**config.mk**
```make
export PLATFORM = sky130hd
export DESIGN_NAME = avalon_reg_slave
export DESIGN_NICKNAME = d
export VERILOG_FILES = /design/src/rtl/avalon_pkg.sv /design/src/rtl/avs_read_pipe.sv /design/src/rtl/avalon_reg_slave.sv
export SDC_FILE = /design/constraint.sdc
export NUM_CORES = 1
export LEC_CHECK = 0
export CELL_PAD_IN_SITES_DETAIL_PLACEMENT = 1
export CELL_PAD_IN_SITES_GLOBAL_PLACEMENT = 1
export CORE_MARGIN = 2
export CORE_UTILIZATION = 30
export DETAILED_ROUTE_END_ITERATION = 10
export GPL_TIMING_DRIVEN = 0
export PLACE_DENSITY = 0.64
export SYNTH_ARGS = -nofsm -noshare
export SYNTH_HDL_FRONTEND = slang
export SYNTH_HIERARCHICAL = 1
export SYNTH_SLANG_ARGS = --single-unit
```
**constraint.sdc**
```tcl
create_clock -name clk -period 2.23 [get_ports clk]
set_clock_uncertainty 0.15 [all_clocks]
set_input_delay 0.223 -clock clk [delete_from_list [all_inputs] [get_ports clk]]
set_output_delay 0.223 -clock clk [all_outputs]
set_load 0.03 [all_outputs]
```
**src/rtl/avalon_pkg.sv**
```systemverilog
// Shared types for the Avalon-MM register slave: response codes, FSM states
// and the read-pipeline beat record.
package avalon_pkg;

  typedef enum logic [1:0] {
    RESP_OKAY        = 2'b00,
    RESP_RESERVED    = 2'b01,
    RESP_SLVERR      = 2'b10,
    RESP_DECODEERROR = 2'b11
  } avs_resp_e;

  typedef enum logic {
    ST_IDLE = 1'b0,
    ST_WAIT = 1'b1
  } avs_state_e;

  typedef struct packed {
    logic      valid;
    logic [31:0] data;
    avs_resp_e resp;
  } rd_beat_t;

  localparam rd_beat_t RD_BEAT_IDLE = '{valid: 1'b0, data: 32'h0, resp: RESP_OKAY};

endpackage

```
**src/rtl/avs_read_pipe.sv**
```systemverilog
// Fixed-latency read return pipeline: READ_LATENCY register stages of
// {valid, data, resp}; the last stage drives the slave outputs directly.
module avs_read_pipe
  import avalon_pkg::*;
#(
  parameter int READ_LATENCY = 2
) (
  input  logic     clk,
  input  logic     reset_n,
  input  rd_beat_t beat_in,
  output rd_beat_t beat_out
);

  rd_beat_t stage_r [READ_LATENCY];

  // Shift one beat per cycle; reset drops every in-flight read.
  always_ff @(posedge clk or negedge reset_n) begin
    if (!reset_n) begin
      for (int i = 0; i < READ_LATENCY; i++) begin
        stage_r[i] <= RD_BEAT_IDLE;
      end
    end else begin
      stage_r[0] <= beat_in;
      for (int i = 1; i < READ_LATENCY; i++) begin
        stage_r[i] <= stage_r[i-1];
      end
    end
  end

  assign beat_out = stage_r[READ_LATENCY-1];

endmodule

```
**src/rtl/avalon_reg_slave.sv**
```systemverilog
// Avalon-MM register bank slave with fixed wait states and fixed read latency.
// Define AVS_ERR_RESP_EN to range-check addresses and answer DECODEERROR.
module avalon_reg_slave
  import avalon_pkg::*;
#(
  parameter int          WAIT_STATES  = 2,
  parameter int          READ_LATENCY = 2,
  parameter int          DEPTH        = 16,
  parameter logic [31:0] BASE_ADDR    = 32'h0
) (
  input  logic        clk,
  input  logic        reset_n,
  input  logic [31:0] address,
  input  logic        write,
  input  logic        read,
  input  logic [31:0] writedata,
  output logic        waitrequest,
  output logic        readdatavalid,
  output logic [31:0] readdata,
  output logic [1:0]  response
);

  localparam int          IDX_W = $clog2(DEPTH);
  localparam logic [3:0]  WS    = 4'(WAIT_STATES);

  avs_state_e       state_r, state_nxt_s;
  logic [3:0]       cnt_r, cnt_nxt_s;
  logic             cmd_s, accept_s, wait_s;
  logic             wr_en_s, rd_en_s, in_range_s;
  logic [31:0]      offset_s;
  logic [IDX_W-1:0] idx_s;
  logic [31:0]      mem_r [DEPTH];
  rd_beat_t         beat_in_s, beat_out_s;

  assign cmd_s    = read | write;
  assign offset_s = address - BASE_ADDR;
  assign idx_s    = offset_s[IDX_W+1:2];

`ifdef AVS_ERR_RESP_EN
  // Subtraction wraps below BASE_ADDR, so both bounds are checked explicitly.
  assign in_range_s = (address >= BASE_ADDR) && (offset_s < 32'(DEPTH * 4));
`else
  logic unused_offset_s;
  assign unused_offset_s = ^{offset_s[31:IDX_W+2], offset_s[1:0]};
  assign in_range_s      = 1'b1;
`endif

  // Wait-state sequencer: next state, counter and accept strobe.
  always_comb begin
    state_nxt_s = state_r;
    cnt_nxt_s   = cnt_r;
    wait_s      = 1'b0;
    accept_s    = 1'b0;
    case (state_r)
      ST_IDLE: begin
        if (!cmd_s) begin
          cnt_nxt_s = 4'd0;
        end else if (WS == 4'd0) begin
          accept_s = 1'b1;
        end else begin
          wait_s      = 1'b1;
          cnt_nxt_s   = 4'd1;
          state_nxt_s = ST_WAIT;
        end
      end
      ST_WAIT: begin
        if (!cmd_s) begin
          state_nxt_s = ST_IDLE;
          cnt_nxt_s   = 4'd0;
        end else if (cnt_r < WS) begin
          wait_s    = 1'b1;
          cnt_nxt_s = cnt_r + 4'd1;
        end else begin
          accept_s    = 1'b1;
          state_nxt_s = ST_IDLE;
          cnt_nxt_s   = 4'd0;
        end
      end
      default: begin
        state_nxt_s = ST_IDLE;
        cnt_nxt_s   = 4'd0;
      end
    endcase
  end

  // Sequencer state register.
  always_ff @(posedge clk or negedge reset_n) begin
    if (!reset_n) begin
      state_r <= ST_IDLE;
      cnt_r   <= 4'd0;
    end else begin
      state_r <= state_nxt_s;
      cnt_r   <= cnt_nxt_s;
    end
  end

  // Write wins when read and write arrive together; that read is dropped.
  assign wr_en_s = accept_s & write & in_range_s;
  assign rd_en_s = accept_s & read & ~write;

  // Register bank.
  always_ff @(posedge clk or negedge reset_n) begin
    if (!reset_n) begin
      for (int i = 0; i < DEPTH; i++) begin
        mem_r[i] <= 32'h0;
      end
    end else if (wr_en_s) begin
      mem_r[idx_s] <= writedata;
    end
  end

  // Snapshot the addressed word at accept so later writes cannot disturb it.
  always_comb begin
    beat_in_s = RD_BEAT_IDLE;
    if (rd_en_s) begin
      beat_in_s.valid = 1'b1;
      if (in_range_s) begin
        beat_in_s.data = mem_r[idx_s];
        beat_in_s.resp = RESP_OKAY;
      end else begin
        beat_in_s.data = 32'h0;
        beat_in_s.resp = RESP_DECODEERROR;
      end
    end else begin
      beat_in_s = RD_BEAT_IDLE;
    end
  end

  avs_read_pipe #(
    .READ_LATENCY(READ_LATENCY)
  ) u_read_pipe (
    .clk     (clk),
    .reset_n (reset_n),
    .beat_in (beat_in_s),
    .beat_out(beat_out_s)
  );

  assign waitrequest   = wait_s;
  assign readdatavalid = beat_out_s.valid;
  assign readdata      = beat_out_s.data;
  assign response      = beat_out_s.resp;

endmodule

```
==> metrics <==
remaining routing DRC violations=0; Crit path largest cell delay=around 0.43 ns; P_leak=between 10 and 15 nW; switching power=between 6 and 7 mW; DP Worst Slack=-1.17 ns; DIE WIDTH=just under 300 um; type of the worst setup path=reg2reg; fill count=8,533; routed len/inst=approximately 24 um; final hold slack=-0.452 ns; cell taking the most area after synthesis=dfrtp_1; Seq pwr share=47.0%; Slowest-stage cell, CP=or3_4; vias per inst=4.97; most used cell, CP=buf_12; Final Cycle Share=97.5%; clk sink count=~590; highest clock rate=460 MHz; reg2reg path depth=6; Pins Over Slew Limit=0; status=finished with violations; Logic pwr share=between 10% and 20%; register area=around 15,000 um^2; first-pass GRT wire length=around 110 mm; I/O pin cnt=approximately 100; Via Count=approximately 15,000; most common cell in the netlist=dfrtp_1; fraction of layout cells with a size suffix above 1=between 40% and 50%; crit-path cells=or3_4 > and4_4 > nand4_1 > buf_12 > buf_12 > mux2_2; post-synthesis cell type count=34; Clock Root Buffer=clkbuf_16; die area=~90,000 um^2; Max Root-Sink Buffers=3; post-synth top area share=between 50% and 60%; core area=84,000 um^2; clock-pin slew on the worst setup and hold paths=around 0.06 ns; Sw Ratio=about a quarter; worst r2r dst=mem_r[77]$_DFFE_PN0P_; YS warnings=6; FP Rows=between 100 and 150; power per cell area=about 900 nW/um^2; drt first-iter violations=860; Int Power=about 21 mW; CP max FO=10; fraction of registers with async set/reset=100%; largest net degree at the start of global routing=roughly 130; Hold Vio Cnt, Final=~110; vias in the first global route=16,700; Initial Utilization=between 30% and 40%; WP data required=between 2 and 3 ns; Worst Hold Class=in2async; Avg Cell Area, Syn=~16 um^2; crit path launch type=flop; worst-skew pair later-pin latency=0.61 ns; Initial DRT Pass Iterations=5; Die Ht=roughly 300 um; post-layout util=between 30% and 40%; grt ovf=0; antenna-violating nets left=0; RSZ-0062 raised after global routing=false; final WL=71.2 mm; post-route setup slack=0.0547 ns; Commonest cells post-synth=dfrtp_1 (587), mux2_2 (460), mux2i_1 (96), mux4_2 (96), buf_2 (72); Yosys reg bits=587; post-route minimum period=~2.2 ns; Final #Nets=around 1,800; Rel. slew slack=37.6%; Synth area leaders=dfrtp_1 (58%), mux2_2 (20%), mux4_2 (8.5%); HPWL Detailed=roughly 46 mm; gpl congestion=slightly below 0.8; H-tree depth=3; Slew @ Worst Pin=approximately 0.94 ns; multi-input combinational cell area=around 10,000 um^2; Data arrival, critical path=between 2 and 3 ns; Mapped Area=about 26,000 um^2; # setup viols final=0; initial antenna violation count=3; CTS tree=done; r2r startpoint=cnt_r[2]$_DFF_PN0_; number of flops mapped to enable cells by yosys=0; Mapped Cells=roughly 1,600; r2r setup slk=about 0.055 ns; Max-Cap Viols=0; register area share after synthesis=between 50 and 60%; ys flop type=dfrtp_1; Buffers on Ports=73; CTS Buf Count=66; Synth-to-Final Area Change=19.8%; worst vdd ir=~0.46 mV; clock share of power=about 40%; crit end category=flop; failing checks=negative hold slack; GRT Total Usage=16.6%
==> cell usage in the layout, fill, tap and decap left out, drive strengths merged, types with 10 or more instances in the layout <==
cell type / netlist / routed
a21oi: 33 / 33
a22oi: 32 / 32
buf: 118 / 122
clkbuf: 53 / 165
clkdlybuf4s50: 0 / 71
clkinv: 0 / 10
dfrtp: 587 / 587
mux2: 512 / 512
mux2i: 96 / 96
mux4: 96 / 96
o211ai: 32 / 32
==> layout make-up <==
cell class / count / area share, %
buffer: 170 / 3.99
inverter: 2 / 0.0246
tap: 1134 / 4.64
multi-input combinational: 842 / 32.8
antenna: 1 / 0.00818
timing repair buffer: 88 / 3.21
sequential: 587 / 48.0
clock inverter: 15 / 0.671
clock buffer: 101 / 6.62
==> stage by stage <==
step / power, mW / instances / area [um^2] / TNS (ns)
after CTS: 28.4 / 2936 / 30500 / -0.00600
after detailed placement: 17.1 / 2813 / 27800 / -271.42
after global placement: 16.8 / 2809 / 27700 / -
after global routing: 29.3 / 2940 / 30600 / 0
after floorplan: 15.8 / 1602 / 25500 / 0
final: 28.1 / 2940 / 30600 / 0
==> per-layer routing <==
metal / routed length, um / part of all wire, % / GRT usage [%]
met1: 31700 / 44 / 22.0
met3: 2800 / 3.9 / 2.88
met5: 13 / 0.018 / 0
met4: 2120 / 3.0 / 5.70
met2: 34600 / 49 / 27.5
==> kinds of logic after synthesis <==
kind of cell / share of synthesized area (%)
multiplexers: 35.3
AO/OA/AOI/OAI: 2.55
adder cells (fa/ha/maj): 0.0490
buffers and inverters: 3.62
AND/OR/NAND/NOR: 0.975
other: 0.0147
flip-flops: 57.5
==> critical path: cells and delay by family, from the launching register on <==
kind          cells  cell delay (ns)
buf+inv           2             0.34
flops             1             0.36
mux               1             0.35
simple gates      3             0.86
==> sequential cells by signal, indices dropped and copies added (netlist names) <==
signal / flops
cnt_r: 4
u_read_pipe/beat_out: 35
mem_r: 512
u_read_pipe/stage_r: 35
state_r: 1
==> power groups by stage <==
stage               Combinational (mW)  Clock (mW)  Sequential, mW
finish                            3.73        11.1            13.2
detailed placement                3.73           0            13.4
global route                      4.05        11.8            13.4
global placement                  3.52           0            13.3
CTS                               3.78        11.4            13.2
floorplan                         2.72           0            13.0
==> worst max path at each step <==
stage                                          to  slack (ns)  depth (start not counted)               start
5_1_grt         u_read_pipe/stage_r[47]$_DFF_PN0_      0.0002                          7          address[5]
6_report                    mem_r[77]$_DFFE_PN0P_        0.05                          6  cnt_r[2]$_DFF_PN0_
2_1_floorplan              mem_r[193]$_DFFE_PN0P_        0.16                          7  cnt_r[1]$_DFF_PN0_
3_5_place_dp    u_read_pipe/stage_r[47]$_DFF_PN0_       -1.17                          7          address[2]
4_1_cts                     mem_r[70]$_DFFE_PN0P_      -0.004                          7  cnt_r[3]$_DFF_PN0_
3_3_place_gp   u_read_pipe/beat_out[17]$_DFF_PN0_      -24.56                          1             reset_n
==> repair_timing <==
item | CTS | global route
hold endpoints to repair | 108 | 108
gates cloned | 0 | 1
buffers inserted | 7 | 3
setup endpoints to repair | 481 | 385
gates resized for setup | 116 | 23
pin swaps | 4 | 3
Power figures use the tool's default switching activity.
